[src/rtl/opb_fwd_pkg.sv]
// Shared constants for the operand-B forwarding stage: forward-source tags,
// source slot indices and the select-width helper.
package opb_fwd_pkg;

  localparam logic [1:0] FWD_NONE = 2'd0;
  localparam logic [1:0] FWD_EX   = 2'd1;
  localparam logic [1:0] FWD_MEM  = 2'd2;

  localparam int SRC_RS2 = 0;
  localparam int SRC_PC  = 1;
  localparam int SRC_IMI = 2;
  localparam int SRC_IMS = 3;

  function automatic int sel_width(input int nsrc);
    return (nsrc > 1) ? $clog2(nsrc) : 1;
  endfunction

endpackage

[src/rtl/opb_fwd_stage_fwd_select.sv]
// Combinational operand-B source select with EX/MEM result forwarding and
// load-use hazard detection. Only the rs2 slot is eligible for forwarding.
module opb_fwd_stage_fwd_select
  import opb_fwd_pkg::*;
#(
  parameter int XLEN = 32,
  parameter int NSRC = 4,
  parameter int REGW = 5,
  parameter int SELW = 2
) (
  input  logic [SELW-1:0]      sel_i,
  input  logic [NSRC*XLEN-1:0] src_i,
  input  logic [REGW-1:0]      rs2_addr_i,
  input  logic                 ex_wen_i,
  input  logic [REGW-1:0]      ex_waddr_i,
  input  logic [XLEN-1:0]      ex_wdata_i,
  input  logic                 ex_is_load_i,
  input  logic                 mem_wen_i,
  input  logic [REGW-1:0]      mem_waddr_i,
  input  logic [XLEN-1:0]      mem_wdata_i,
  output logic [XLEN-1:0]      opb_o,
  output logic [1:0]           fwd_o,
  output logic                 hazard_o
);

  logic [XLEN-1:0] src_arr [NSRC];

  genvar gi;
  generate
    for (gi = 0; gi < NSRC; gi++) begin : g_unpack
      assign src_arr[gi] = src_i[gi*XLEN +: XLEN];
    end
  endgenerate

  logic rs2_nz;
  logic ex_hit;
  logic mem_hit;
  logic sel_rs2;

  assign rs2_nz  = (rs2_addr_i != '0);
  assign ex_hit  = ex_wen_i  && (ex_waddr_i  == rs2_addr_i) && rs2_nz;
  assign mem_hit = mem_wen_i && (mem_waddr_i == rs2_addr_i) && rs2_nz;
  assign sel_rs2 = (sel_i == SELW'(SRC_RS2));

  // EX is the younger writer, so a pending EX load blocks even when MEM matches.
  assign hazard_o = sel_rs2 && ex_hit && ex_is_load_i;

  always_comb begin
    opb_o = '0;
    fwd_o = FWD_NONE;
    if (sel_rs2) begin
      if (ex_hit && !ex_is_load_i) begin
        opb_o = ex_wdata_i;
        fwd_o = FWD_EX;
      end else if (mem_hit) begin
        opb_o = mem_wdata_i;
        fwd_o = FWD_MEM;
      end else begin
        opb_o = src_arr[SRC_RS2];
      end
    end else begin
      // Selects at or beyond NSRC match no slot and leave the zero default.
      for (int k = 1; k < NSRC; k++) begin
        if (sel_i == SELW'(k)) begin
          opb_o = src_arr[k];
        end
      end
    end
  end

endmodule

[src/rtl/opb_fwd_stage.sv]
// Registered ALU operand-B stage: forwarded source select behind a
// valid/ready handshake, with flush and a saturating load-use stall counter.
module opb_fwd_stage
  import opb_fwd_pkg::*;
#(
  parameter int XLEN = 32,
  parameter int NSRC = 4,
  parameter int REGW = 5,
  parameter int CNTW = 16
) (
  input  logic                                 clk,
  input  logic                                 reset,
  input  logic                                 flush,
  input  logic                                 in_valid,
  output logic                                 in_ready,
  input  logic [opb_fwd_pkg::sel_width(NSRC)-1:0] in_sel,
  input  logic [NSRC*XLEN-1:0]                 in_src,
  input  logic [REGW-1:0]                      in_rs2_addr,
  input  logic                                 ex_wen,
  input  logic [REGW-1:0]                      ex_waddr,
  input  logic [XLEN-1:0]                      ex_wdata,
  input  logic                                 ex_is_load,
  input  logic                                 mem_wen,
  input  logic [REGW-1:0]                      mem_waddr,
  input  logic [XLEN-1:0]                      mem_wdata,
  output logic                                 out_valid,
  input  logic                                 out_ready,
  output logic [XLEN-1:0]                      out_opb,
  output logic [1:0]                           out_fwd,
  output logic [CNTW-1:0]                      stall_cnt
);

  localparam int SELW = sel_width(NSRC);

  logic [XLEN-1:0] sel_opb;
  logic [1:0]      sel_fwd;
  logic            hazard;

  opb_fwd_stage_fwd_select #(
    .XLEN (XLEN),
    .NSRC (NSRC),
    .REGW (REGW),
    .SELW (SELW)
  ) u_fwd_select (
    .sel_i        (in_sel),
    .src_i        (in_src),
    .rs2_addr_i   (in_rs2_addr),
    .ex_wen_i     (ex_wen),
    .ex_waddr_i   (ex_waddr),
    .ex_wdata_i   (ex_wdata),
    .ex_is_load_i (ex_is_load),
    .mem_wen_i    (mem_wen),
    .mem_waddr_i  (mem_waddr),
    .mem_wdata_i  (mem_wdata),
    .opb_o        (sel_opb),
    .fwd_o        (sel_fwd),
    .hazard_o     (hazard)
  );

  logic            valid_q, valid_d;
  logic [XLEN-1:0] opb_q,   opb_d;
  logic [1:0]      fwd_q,   fwd_d;
  logic [CNTW-1:0] cnt_q,   cnt_d;
  logic            capture;

  assign in_ready = !hazard && (!valid_q || out_ready) && !flush;
  assign capture  = in_valid && in_ready;

  always_comb begin
    valid_d = valid_q;
    opb_d   = opb_q;
    fwd_d   = fwd_q;
    cnt_d   = cnt_q;
    if (flush) begin
      valid_d = 1'b0;
    end else if (capture) begin
      valid_d = 1'b1;
      opb_d   = sel_opb;
      fwd_d   = sel_fwd;
    end else if (out_ready) begin
      valid_d = 1'b0;
    end
    // Counts stalled requests regardless of flush; sticks at all-ones.
    if (in_valid && hazard && (cnt_q != '1)) begin
      cnt_d = cnt_q + 1'b1;
    end
  end

  always_ff @(posedge clk or posedge reset) begin
    if (reset) begin
      valid_q <= 1'b0;
      opb_q   <= '0;
      fwd_q   <= FWD_NONE;
      cnt_q   <= '0;
    end else begin
      valid_q <= valid_d;
      opb_q   <= opb_d;
      fwd_q   <= fwd_d;
      cnt_q   <= cnt_d;
    end
  end

  assign out_valid = valid_q;
  assign out_opb   = opb_q;
  assign out_fwd   = fwd_q;
  assign stall_cnt = cnt_q;

endmodule

[config.mk]
export PLATFORM = sky130hd
export DESIGN_NAME = opb_fwd_stage
export DESIGN_NICKNAME = d
export VERILOG_FILES = /design/src/rtl/opb_fwd_pkg.sv /design/src/rtl/opb_fwd_stage_fwd_select.sv /design/src/rtl/opb_fwd_stage.sv
export SDC_FILE = /design/constraint.sdc
export NUM_CORES = 1
export LEC_CHECK = 0
export ABC_AREA = 1
export BUFFER_PORTS_ARGS = -buffer_cell sky130_fd_sc_hd__buf_2
export CAP_MARGIN = 10
export CORE_MARGIN = 2
export CORE_UTILIZATION = 44
export CTS_CLUSTER_DIAMETER = 60
export DETAILED_ROUTE_END_ITERATION = 7
export PLACE_DENSITY = 0.86
export SLEW_MARGIN = 20
export SYNTH_ARGS = -nofsm -noshare
export SYNTH_HDL_FRONTEND = slang
export SYNTH_HIERARCHICAL = 1
export SYNTH_SLANG_ARGS = --single-unit
[constraint.sdc]
create_clock -name clk -period 2.5 [get_ports clk]
set_clock_uncertainty 0.2 [all_clocks]
set_input_delay 0.5 -clock clk [delete_from_list [all_inputs] [get_ports clk]]
set_output_delay 0.5 -clock clk [all_outputs]
set_load 0.05 [all_outputs]
==> impl_metrics.toml <==
[floorplanning]
die_w_um = 104
start_util = 0.452
chipHeight_um = 104
io_pins = 269
design.core.area_um2 = 9770
dieArea_um2 = 10900
rows = 36

[sta]
tightest_slew_ps = 806
fin_crit_sh = 0.957
fin_ws_ps = 106
hold_violations = 0
fin_crit_ps = 2390
max_slew_margin = 0.462
final_max_slew_viol_count = 0
max_freq_mhz = 418
grt_setup_unrepaired = "false"
finalSetupViolCount = 0

[worst_setup_path]
timing.rr.end = "stall_cnt[5]$_DFFE_PP0P_"
r2r_slack_ps = 670
cp_cell_sequence = "buf_2 -> nor2_1 -> inv_1 -> nor4_1 -> buf_4 -> nor3_4 -> buf_4"
path_class = "input port to primary output"
reg2reg_depth = 6
crit_top_cell = "buf_4"
crit_arrival_ps = 1690
startpoint_type = "input port"
cpPeakStageDelay_ps = 360
cp_max_fo = 5
required_ps = 1800
r2r_start = "stall_cnt[0]$_DFFE_PP0P_"
end_kind = "primary output"
crit_slowest_cell = "nor4_1"

[clock_tree]
cts_inserted_buffers = 5
clk_latency_ps = 310
cts.clk_slew.worst_paths_ps = 100
clockBufferDepth = 2
htreeDepth = 2
cts.sinks = 51
clockRootBuffer = "clkbuf_8"
cts_tree = "built"

[power_and_ir_drop]
p_leak_nw = 3.54
ir_worst_vdd_uv = 277
p_per_area_nw_per_um2 = 431

[grt]
grt_use_total = 0.277
grt_pass1_wl_mm = 24.3
first_global_vias = 4941
antenna_found_initial = 7
grt_max_degree = 36
grt_remaining_overflow = 0

[synthesis]
ys_seq_area_frac = 0.289
synth_top_area_frac = 0.289
yosys_warnings = 6
netlist_area_um2 = 4420
synth.ff_latch_count = 51
synthArstFlopShare = 1.00
yosys-top-cells-area = "dfrtp_1 29%, nand2_1 22%, nand3_1 8.5%"
synth_cells = 656
synth_edf_count = 0
synth_flop_cell = "dfrtp_1"
synth_top_area_cell = "dfrtp_1"
syn_nets = 874
syn_avg_cell_area_um2 = 6.73
synth.distinct_cells = 32

[drt]
ant_nets = 0
top_layer_used = "met4"
avgViaCountPerCell = 5.08
drtIter0Drc = 406
drc = 0
wl_met1_mm = 6.44
num_vias = 5368
wl_mm = 15.3
dr.pass1.iters = 5
wl_met2_mm = 7.02
wl_per_cell_um = 14.5
dr_wl_met3_mm = 1.24

[finish]
syn2layout_area_growth_pct = 36.4
drive_above_1_share = 0.418
fin_area_um2 = 6020
final_nets = 1133
fillers = 911

[placed_design]
place_hpwl_mm = 12.6
port_buffers = 268
gp_congestion = 0.937
placed_cell_area_um2 = 5890
place_ws_ps = -11.8

[worst_hold_path]
hold_class = "input port to asynchronous set/reset pin"

[outcome]
status = "finished, final reports clean"

[run]
maxCapViolCount = 0
cells by family (layout without fill, tap and decap cells):
group | after synthesis | after routing | share of synthesized area
adders and majority gates | 1 | 1 | 0.00283
AOI/OAI and AO/OA | 79 | 79 | 0.123
DFF | 51 | 51 | 0.289
other | 0 | 7 | 0
xor gates and xnor gates | 6 | 6 | 0.0119
and+or+nand+nor | 439 | 439 | 0.480
buffers and inverters | 80 | 340 | 0.0929
power breakdown:
part | switching (W) | total (W) | internal (W)
Combinational | 0.000760 | 0.00112 | 0.000356
Clock | 0.000302 | 0.000510 | 0.000208
Sequential | 0.0000517 | 0.000972 | 0.000920
Total | 0.00111 | 0.00260 | 0.00148
how the worst max path moves through the flow:
| stage | start | end | slack (ps) |
|---|---|---|---|
| floorplan | in_sel[1] | in_ready | 130 |
| global placement | in_rs2_addr[2] | in_ready | 40 |
| detailed placement | in_rs2_addr[2] | in_ready | -10 |
| CTS | in_rs2_addr[2] | in_ready | 50 |
| global route | in_sel[1] | in_ready | 20 |
| finish | in_sel[1] | in_ready | 110 |
area by class of cell:
| class | count | area (µm²) | share of cell area |
|---|---|---|---|
| Multi-Input combinational cell | 525 | 2730 | 0.454 |
| Inverter | 44 | 165 | 0.0274 |
| Antenna cell | 7 | 17.5 | 0.00291 |
| Timing Repair Buffer | 288 | 1570 | 0.260 |
| Tap cell | 133 | 166 | 0.0276 |
| Clock inverter | 3 | 26.3 | 0.00436 |
| Sequential cell | 51 | 1280 | 0.212 |
| Clock buffer | 5 | 68.8 | 0.0114 |
what timing repair did:
item                       4_1_cts  5_1_grt
pin swaps                        0        1
hold buffers                     0        0
resized for setup                1        0
buffers inserted                 0        2
setup endpoints to repair        1        1
state kept, by name, indices dropped and copies added (netlist names):
name       flops
out_fwd        2
out_opb       32
out_valid      1
stall_cnt     16
cells in the mapped netlist (2+ instances only):
| cell | count |
|---|---|
| nand2_1 | 259 |
| nand3_1 | 75 |
| dfrtp_1 | 51 |
| inv_1 | 38 |
| nand2_2 | 33 |
| a21oi_1 | 32 |
| a22o_1 | 32 |
| nand3_2 | 32 |
| nor2_1 | 24 |
| buf_2 | 19 |
| o21ai_0 | 10 |
| clkbuf_1 | 9 |
| buf_6 | 5 |
| inv_2 | 5 |
| nand4_1 | 4 |
| xnor2_1 | 4 |
| buf_12 | 3 |
| nor2_2 | 3 |
| nor2_4 | 3 |
| o21ai_2 | 2 |
| xor2_1 | 2 |
critical path, delay by kind of cell:
kind                   cells  cell delay (ps)
buffers and inverters      4              600
AND/OR/NAND/NOR            3              590
layer usage:
layer | GRT usage | vias up
met5 | 0 | -
met4 | 0.129 | 0
met3 | 0.0464 | 51
met2 | 0.433 | 274
met1 | 0.373 | 2385
li1 | - | 2658
metrics by stage:
step                       util  instances  total power (W)  setup TNS [ps]  hold WS [ps]
after floorplan               -        656          0.00169               0           386
after detailed placement  0.603       1039          0.00209           -11.8           254
after global placement    0.603       1039          0.00208               0           249
after global routing      0.616       1056          0.00273               0          79.7
after CTS                 0.613       1047          0.00260               0          46.5
final                     0.616       1056          0.00260               0          29.0
layout by cell type (no fill, tap or decap), drive strengths merged:
cell type	Yosys	final
clkinv	1	1
o31ai	1	1
o21ai	13	13
nand3b	1	1
xnor2	4	4
inv	43	46
a22o	32	32
nand4	4	4
clkbuf	9	5
ha	1	1
buf	27	288
nand2	293	293
nor4	1	1
a21boi	1	1
nor3	1	1
dfrtp	51	51
diode	0	7
nor2	31	31
xor2	2	2
a21oi	32	32
nand3	108	108
No activity file was read; power rests on OpenSTA's default activity.
